--- src/rtl/rca_pkg.sv ---
// Shared constants and types for the registered ripple-carry adder.
package rca_pkg;

    localparam int RCA_DEFAULT_WIDTH = 4;

    // Sum with its carry-out for the default width, handy for integrators.
    typedef logic [RCA_DEFAULT_WIDTH:0] rca_sum_t;

endpackage

--- src/rtl/full_adder.sv ---
// Single-bit combinational full-adder cell used as one stage of the carry chain.
module full_adder
    import rca_pkg::*;
(
    input  logic a,
    input  logic b,
    input  logic ci,
    output logic s,
    output logic co
);

    logic p;

    assign p  = a ^ b;
    assign s  = p ^ ci;
    assign co = (a & b) | (ci & p);

endmodule

--- src/rtl/ripple_carry_adder.sv ---
// Registered N-bit ripple-carry adder with one cycle of latency.
// Define RCA_OVERFLOW_EN to add the registered signed-overflow output ovf.
module ripple_carry_adder
    import rca_pkg::*;
#(
    parameter int WIDTH = RCA_DEFAULT_WIDTH
)
(
    input  logic             clk,
    input  logic             rst,
    input  logic             in_valid,
    input  logic [WIDTH-1:0] a,
    input  logic [WIDTH-1:0] b,
    input  logic             cin,
    output logic             out_valid,
    output logic [WIDTH-1:0] s,
    output logic             co
`ifdef RCA_OVERFLOW_EN
    ,
    output logic             ovf
`endif
);

    logic [WIDTH-1:0] sum_comb;
    logic             carry_msb;

    // Each stage owns its carry nets so the chain is a clean feed-forward path.
    for (genvar i = 0; i < WIDTH; i++) begin : g_bit
        logic c_in;
        logic c_out;

        if (i == 0) begin : g_first
            assign c_in = cin;
        end else begin : g_rest
            assign c_in = g_bit[i-1].c_out;
        end

        full_adder u_fa (
            .a  (a[i]),
            .b  (b[i]),
            .ci (c_in),
            .s  (sum_comb[i]),
            .co (c_out)
        );
    end

    assign carry_msb = g_bit[WIDTH-1].c_out;

    logic [WIDTH-1:0] s_d, s_q;
    logic             co_d, co_q;
    logic             out_valid_d, out_valid_q;

    always_comb begin
        s_d         = s_q;
        co_d        = co_q;
        out_valid_d = in_valid;
        if (in_valid) begin
            s_d  = sum_comb;
            co_d = carry_msb;
        end
    end

    always_ff @(posedge clk) begin
        if (rst) begin
            s_q         <= '0;
            co_q        <= 1'b0;
            out_valid_q <= 1'b0;
        end else begin
            s_q         <= s_d;
            co_q        <= co_d;
            out_valid_q <= out_valid_d;
        end
    end

    assign s         = s_q;
    assign co        = co_q;
    assign out_valid = out_valid_q;

`ifdef RCA_OVERFLOW_EN
    // Signed overflow: carry into the sign bit differs from carry out of it.
    logic ovf_d, ovf_q;

    always_comb begin
        ovf_d = ovf_q;
        if (in_valid) begin
            ovf_d = carry_msb ^ g_bit[WIDTH-1].c_in;
        end
    end

    always_ff @(posedge clk) begin
        if (rst) begin
            ovf_q <= 1'b0;
        end else begin
            ovf_q <= ovf_d;
        end
    end

    assign ovf = ovf_q;
`endif

endmodule

--- config.mk ---
export PLATFORM = sky130hd
export DESIGN_NAME = ripple_carry_adder
export DESIGN_NICKNAME = d
export VERILOG_FILES = /design/src/rtl/rca_pkg.sv /design/src/rtl/full_adder.sv /design/src/rtl/ripple_carry_adder.sv
export SDC_FILE = /design/constraint.sdc
export NUM_CORES = 1
export LEC_CHECK = 0
export ABC_AREA = 1
export CORE_AREA = 4 4 41 43
export CTS_CLUSTER_SIZE = 12
export DETAILED_ROUTE_END_ITERATION = 10
export DIE_AREA = 0 0 45 47
export PLACE_DENSITY = 0.58
export SYNTH_ARGS = -nofsm -noshare
export SYNTH_HDL_FRONTEND = slang
export SYNTH_HIERARCHICAL = 1
export SYNTH_SLANG_ARGS = --single-unit
export TNS_END_PERCENT = 30
--- constraint.sdc ---
create_clock -name clk -period 3.3 [get_ports clk]
set_input_delay 0.825 -clock clk [delete_from_list [all_inputs] [get_ports clk]]
set_output_delay 0.825 -clock clk [all_outputs]
set_load 0.1 [all_outputs]
After elaboration in Yosys (flattened, before gate mapping)
Cells that the tools add are included.
{"block": "word_totals", "ff_bits": 6, "latchBits": 0, "ram_bits": 0, "rom_bits": 0, "wordCells": 23, "memories": 0}
{"block": "classes", "n_addsub": 0, "mul": 0, "n_div": 0, "magnitude_cmp": 0, "n_eq_ne": 0, "shift": 0, "muxes": 0, "bitwise": 20, "reduce_logical": 0}
{"cell": "$and 1x1->1", "n": 8}
{"cell": "$xor 1x1->1", "n": 8}
{"cell": "$or 1x1->1", "n": 4}

Logic depth before layout (Yosys ltp)
Gate-level depths: netlist (run 1).
{"block": "logic_depth", "word_depth": 9, "mapped_depth": 8}

By module
The synthesis (run 1) kept the hierarchy.
{"module": "ripple_carry_adder", "instances": 1, "cells_per_inst": 35, "area_each_um2": 249.0, "seq_area_each_um2": 120.1}
{"module": "full_adder", "instances": 4, "cells_per_inst": 1, "area_each_um2": 20.0, "seq_area_each_um2": 0.0}

Worst setup path before layout (run 1)
OpenSTA, ideal clock, no wires.
{"block": "synth_path", "path_type": "input to register", "startpoint": "input a[0]", "endpoint": "register s_q[3] (netlist: s[3])", "arrival_ps": 2666, "required_ps": 3237, "path_slack_ps": 571, "stages": 8, "path_cell_list": "fa_1 -> fa_1 -> fa_1 -> fa_1 -> inv_1 -> nand2_1 -> nand2_1 -> nor2_2"}
{"block": "synth_via", "elab_chain_cells": 8}
{"element": "start, declared", "line_no": "ripple_carry_adder.sv:12", "rtl": "input logic [WIDTH-1:0] a,"}
{"element": "$xor 1x1->1", "line_no": "full_adder.sv:14", "rtl": "assign p = a ^ b;"}
{"element": "$and 1x1->1", "line_no": "full_adder.sv:16", "rtl": "assign co = (a & b) | (ci & p);"}
{"element": "$or 1x1->1 *", "line_no": "full_adder.sv:16"}
{"element": "$and 1x1->1 *", "line_no": "full_adder.sv:16"}
{"element": "$or 1x1->1 *", "line_no": "full_adder.sv:16"}
{"element": "named net g_bit[1].c_out", "line_no": "ripple_carry_adder.sv:30", "rtl": "logic c_out;"}
{"element": "$and 1x1->1 *", "line_no": "full_adder.sv:16"}
{"element": "$or 1x1->1 *", "line_no": "full_adder.sv:16"}
{"element": "named net g_bit[2].c_out", "line_no": "ripple_carry_adder.sv:30"}
{"element": "$xor 1x1->1 *", "line_no": "full_adder.sv:15", "rtl": "assign s = p ^ ci;"}
{"element": "named net sum_comb[3]", "line_no": "ripple_carry_adder.sv:24", "rtl": "logic [WIDTH-1:0] sum_comb;"}
{"element": "end signal, assigned", "line_no": "ripple_carry_adder.sv:65", "rtl": "s_q <= '0;"}
{"element": "end signal, assigned", "line_no": "ripple_carry_adder.sv:69", "rtl": "s_q <= s_d;"}
{"element": "end, declared", "line_no": "ripple_carry_adder.sv:49", "rtl": "logic [WIDTH-1:0] s_d, s_q;"}
The timed path passes the listed nets; every way through them passes the cells marked *.
A chain may end at the register's enable or synchronous reset.

Worst setup path in the final report (run 1)
{"block": "layout_path", "startpoint": "input a[0]", "endpoint": "register s_q[3] (netlist: s[3])"}
{"block": "layout_via", "elab_chain_cells": 8}
{"element": "$xor 1x1->1", "line_no": "full_adder.sv:14"}
{"element": "$and 1x1->1", "line_no": "full_adder.sv:16"}
{"element": "$or 1x1->1 *", "line_no": "full_adder.sv:16"}
{"element": "named net g_bit[0].c_out", "line_no": "ripple_carry_adder.sv:30"}
{"element": "$and 1x1->1 *", "line_no": "full_adder.sv:16"}
{"element": "$or 1x1->1 *", "line_no": "full_adder.sv:16"}
{"element": "named net g_bit[1].c_out", "line_no": "ripple_carry_adder.sv:30"}
{"element": "$and 1x1->1 *", "line_no": "full_adder.sv:16"}
{"element": "$or 1x1->1 *", "line_no": "full_adder.sv:16"}
{"element": "named net g_bit[2].c_out", "line_no": "ripple_carry_adder.sv:30"}
{"element": "$xor 1x1->1 *", "line_no": "full_adder.sv:15"}
{"element": "named net sum_comb[3]", "line_no": "ripple_carry_adder.sv:24"}
Marks and branches as above.

==> impl_metrics.tcl, run 1 <==
set metrics [dict create \
    cp_max_fo 1 \
    fin_crit_sh 0.9020 \
    die_w_um 45 \
    hold_buffers 0 \
    hold_violations 0 \
    startpoint_type "primary input" \
    clk_latency_ns 0.24 \
    drtIter0Drc 1 \
    grt_first_pass_wirelength_um 993 \
    synth_area_per_cell_um2 8.438 \
    drc 0 \
    chipHeight_um 47 \
    skew_ns 0 \
    worst_pin_slew_ns 0.3681 \
    ant_nets 0 \
    cp_cell_sequence "clkdlybuf4s50_1 -> fa_1 -> fa_1 -> fa_1 -> fa_1 -> inv_1 -> nand2_1 -> nand2_1 -> nor2_2" \
    worstPathRequired_ns 3.48 \
    status "complete, no violations" \
    cts-buffers-inserted 3 \
    core_area_um2 1301 \
    cts_resized 0 \
    h-tree-depth 1 \
    antenna_found_initial 0 \
    cts_buffer_depth 2 \
    seq_area_frac_synth 0.3650 \
    root_buffer "clkbuf_4" \
    diodes 0 \
    crit_top_cell "fa_1" \
    num_io_pins 18 \
    gp_congestion 0.5994 \
    total_power_uw 246.6 \
    ys_warn_count 6 \
    syn_nets 55 \
    grt_max_degree 12 \
    overflow 0 \
    fin_crit_ns 2.977 \
    drive_gt1_frac 0.2414 \
    rows 13 \
    via_count 283 \
    drt_pass1_iterations 2 \
    slowest_delay_ns 0.48 \
    slew_viol_final 0 \
    cts_sinks 6 \
    final_cell_area_um2 514.2 \
    hpwl_um 484.3 \
    clkTransAtPathRegs_ns 0.05 \
    place_area_um2 491.7 \
    avgViaCountPerCell 3.877 \
    dieArea_um2 2115 \
    p_per_area_nw_per_um2 479.5 \
    endpoint_kind "flip-flop" \
    initial_core_util 0.2529 \
    drt-total-wl_um 581 \
    synth_cell_types 8 \
    post_cts_buffers 0 \
    wl_per_cell_um 7.959 \
    place.port_buffers 17 \
    cts_tree "done" \
    fmax_mhz 336.0 \
    irDropWorstVdd_uv 255.2 \
    fin_nets 76 \
    area_growth_pct 56.27 \
    rsz0062_at_grt "no" \
    p_leak_uw 0.0002528 \
    syn-instance-count 39 \
    yosys_register_bits 6 \
    crit_type "primary input to flip-flop" \
    cp_slowest_cell "fa_1" \
    max-cap-violations 0 \
    hold_class "flip-flop to flip-flop" \
    grt.total_usage 0.07154 \
    n_fill_cell 158 \
    relSlewSlack 0.7538 \
    setup_viol 0 \
    grt_pass1_vias 262 \
    synth_area_um2 329.1 \
    critPathArrivalTime_ns 3.16 \
    final.setup.tns_ns 0 \
]
==> worst max-delay path: cells and delay by family <==
kind          cells  cell delay (ns)
buf+inv           2             0.47
simple gates      3             0.17
fa+ha+maj         4             1.68
==> layout by cell type, fill, tap and decap left out, drive strengths merged <==
| cell type | instances |
|---|---|
| buf | 6 |
| clkdlybuf4s50 | 11 |
| nor2 | 11 |
| nand2 | 10 |
| inv | 7 |
| dfxtp | 6 |
| clkbuf | 3 |
| fa | 4 |
==> state kept, by name, indices dropped and copies added (netlist names) <==
name       count
s              4
out_valid      1
co             1
==> report_power, final <==
group	total (uW)	switching (uW)	internal, uW
sequential	82.0	3.00	79.0
combinational	96.6	66.2	30.3
clock	68.0	26.8	41.2
==> logic make-up after synthesis <==
family | count (synthesis) | synth area share
AND/OR/NAND/NOR | 21 | 0.2776
buffers and inverters | 8 | 0.1141
flip-flops | 6 | 0.3650
adder cells (fa/ha/maj) | 4 | 0.2434
==> cell type report <==
cell class | instances | area, um2 | area share
flip-flops and latches | 6 | 120.1 | 0.2336
well taps | 15 | 18.77 | 0.03650
repair buffers | 17 | 155.1 | 0.3017
inverters | 7 | 26.28 | 0.05109
multi-input cells | 25 | 171.4 | 0.3333
clock buffers | 3 | 22.52 | 0.04380
==> through the flow <==
step	setup slack, ns	std cells	util	hold slack, ns
after floorplan	0.5711	39	-	0.8963
after global placement	0.06187	70	0.3779	0.4670
after detailed placement	0.06360	70	0.3779	0.4786
after CTS	0.3113	73	0.3952	0.4894
after global routing	0.2070	73	0.3952	0.5220
final	0.3235	73	0.3952	0.4866
==> cell usage after synthesis <==
cell type / count / area share
buf_6: 1 / 0.034
nor2_1: 7 / 0.080
fa_1: 4 / 0.24
inv_1: 7 / 0.080
nand2_1: 9 / 0.10
nor2_2: 4 / 0.076
dfxtp_1: 6 / 0.37
nand2_2: 1 / 0.019
==> layer usage <==
layer / GRT usage / vias to the layer above / routed length, um
met5: 0 / - / 0
met4: 0.01754 / 0 / 0
met3: 0.06897 / 0 / 80
met2: 0.1017 / 13 / 263
met1: 0.07639 / 122 / 238
li1: - / 148 / -
==> path summary, 6_finish.rpt <==
| kind | cells after the start | startpoint | slack, ns | to |
|---|---|---|---|---|
| hold reg to reg | 2 | s[1] | 0.49 | s[1] |
| hold / removal | 2 | s[1] | 0.49 | s[1] |
| setup / recovery | 9 | a[0] | 0.32 | s[3] |
| setup reg to reg | 2 | s[2] | 2.72 | s[2] |
Note: power is estimated with default switching activity, not from simulation.
==> run 2: changes to the inputs <==
SLEW_MARGIN = 5   (was not set)
==> results of run 2 <==
Same layout as run 1: the final DEF is identical, and so are final timing and power.
==> run 3: changes to the inputs <==
SETUP_SLACK_MARGIN = 0.4   (was not set)
==> impl_metrics.tcl, run 3 (synthesis results as in run 1) <==
set metrics [dict create \
    status "complete, no violations" \
    skew_ns 0 \
    fmax_mhz 359.2 \
    cts_tree "done" \
    max-cap-violations 0 \
    grt.total_usage 0.07313 \
    n_fill_cell 155 \
    initial_core_util 0.2529 \
    hold_violations 0 \
    clkTransAtPathRegs_ns 0.05 \
    overflow 0 \
    area_growth_pct 60.08 \
    ant_nets 0 \
    fin_crit_sh 0.8437 \
    final.setup.tns_ns 0 \
    rsz0062_at_grt "no" \
    critPathArrivalTime_ns 2.96 \
    place.port_buffers 17 \
    slew_viol_final 0 \
    cts_buffer_depth 2 \
    clk_latency_ns 0.24 \
    crit_type "primary input to flip-flop" \
    grt_max_degree 12 \
    h-tree-depth 1 \
    setup_viol 0 \
    endpoint_kind "flip-flop" \
    drive_gt1_frac 0.2931 \
    drt-total-wl_um 593 \
    cts-buffers-inserted 3 \
    chipHeight_um 47 \
    antenna_found_initial 0 \
    worstPathRequired_ns 3.48 \
    hold_class "flip-flop to flip-flop" \
    avgViaCountPerCell 3.877 \
    total_power_uw 247.6 \
    cts_sinks 6 \
    drc 0 \
    hpwl_um 484.3 \
    drt_pass1_iterations 2 \
    worst_pin_slew_ns 0.3681 \
    relSlewSlack 0.7538 \
    core_area_um2 1301 \
    die_w_um 45 \
    fin_nets 76 \
    drtIter0Drc 1 \
    whs_ns 0.4866 \
    gp_congestion 0.5994 \
    rows 13 \
    irDropWorstVdd_uv 255.2 \
    largest_reg_flops 4 \
    cp_max_fo 1 \
    root_buffer "clkbuf_4" \
    grt_first_pass_wirelength_mm 1.021 \
    grt_pass1_vias 265 \
    via_count 283 \
    wl_per_cell_um 8.123 \
    p_per_area_nw_per_um2 470.0 \
    diodes 0 \
    dieArea_um2 2115 \
    fin_crit_ns 2.784 \
    num_io_pins 18 \
    p_leak_uw 0.0002686 \
    mostFrequentLayoutCells "nand2_1, clkdlybuf4s50_1, nor2_1, inv_1" \
    startpoint_type "primary input" \
    hold_buffers 0 \
]
-- run 3: cell count changes in the layout (fill, tap and decap cells not counted), sizes merged --
cell / delta
clkdlybuf4s50: -2
dlymetal6s2s: +2
-- run 3: worst paths after layout --
kind              start    to  slack [ns]  depth (start not counted)
hold / removal     s[1]  s[1]        0.49                          2
setup / recovery   a[0]  s[3]        0.52                          9
hold reg to reg    s[1]  s[1]        0.49                          2
setup reg to reg   s[2]  s[2]        2.72                          2
-- run 3: through the flow --
stage / instance area, um2 / setup WS [ns] / cells / util
4_1_cts: 519.2 / 0.4011 / 73 / 0.3990
3_3_place_gp: 491.7 / 0.06187 / 70 / 0.3779
2_1_floorplan: 329.1 / 0.5711 / 39 / -
6_report: 526.8 / 0.5157 / 73 / 0.4048
3_5_place_dp: 491.7 / 0.06360 / 70 / 0.3779
5_1_grt: 526.8 / 0.4082 / 73 / 0.4048
-- run 3: report_power, final --
part / internal, uW / leakage [uW] / switching, uW
sequential: 79.0 / 0.0000499 / 3.00
combinational: 30.7 / 0.000205 / 66.9
clock: 41.2 / 0.0000138 / 26.8
-- run 3: what timing repair did --
item | 4_1_cts | 5_1_grt
endpoints found under the setup margin | 2 | 2
pin swaps | 0 | 1
setup buffers | 0 | 0
gates resized for setup | 2 | 3
-- run 3: layout make-up --
cell class,instances,area [um2],area share
inverter,7,26.28,0.04988
clock buffer,3,22.52,0.04276
sequential,6,120.1,0.2280
timing repair buffer,17,160.2,0.3040
tap,15,18.77,0.03563
multi-input combinational,25,178.9,0.3397
-- run 3: critical path, stage by stage --
cell and delay (ns):
clkdlybuf4s50_1 0.42, fa_2 0.34, fa_2 0.34, fa_2 0.34
fa_1 0.48, inv_1 0.04, nand2_1 0.04, nand2_1 0.06
nor2_2 0.07
-- run 3: metal layers --
layer | wire, um | up-vias | GRT usage
met5 | 0 | - | 0
met4 | 0 | 0 | 0.01754
li1 | - | 148 | -
met1 | 245 | 122 | 0.08102
met3 | 80 | 0 | 0.06897
met2 | 267 | 13 | 0.1017
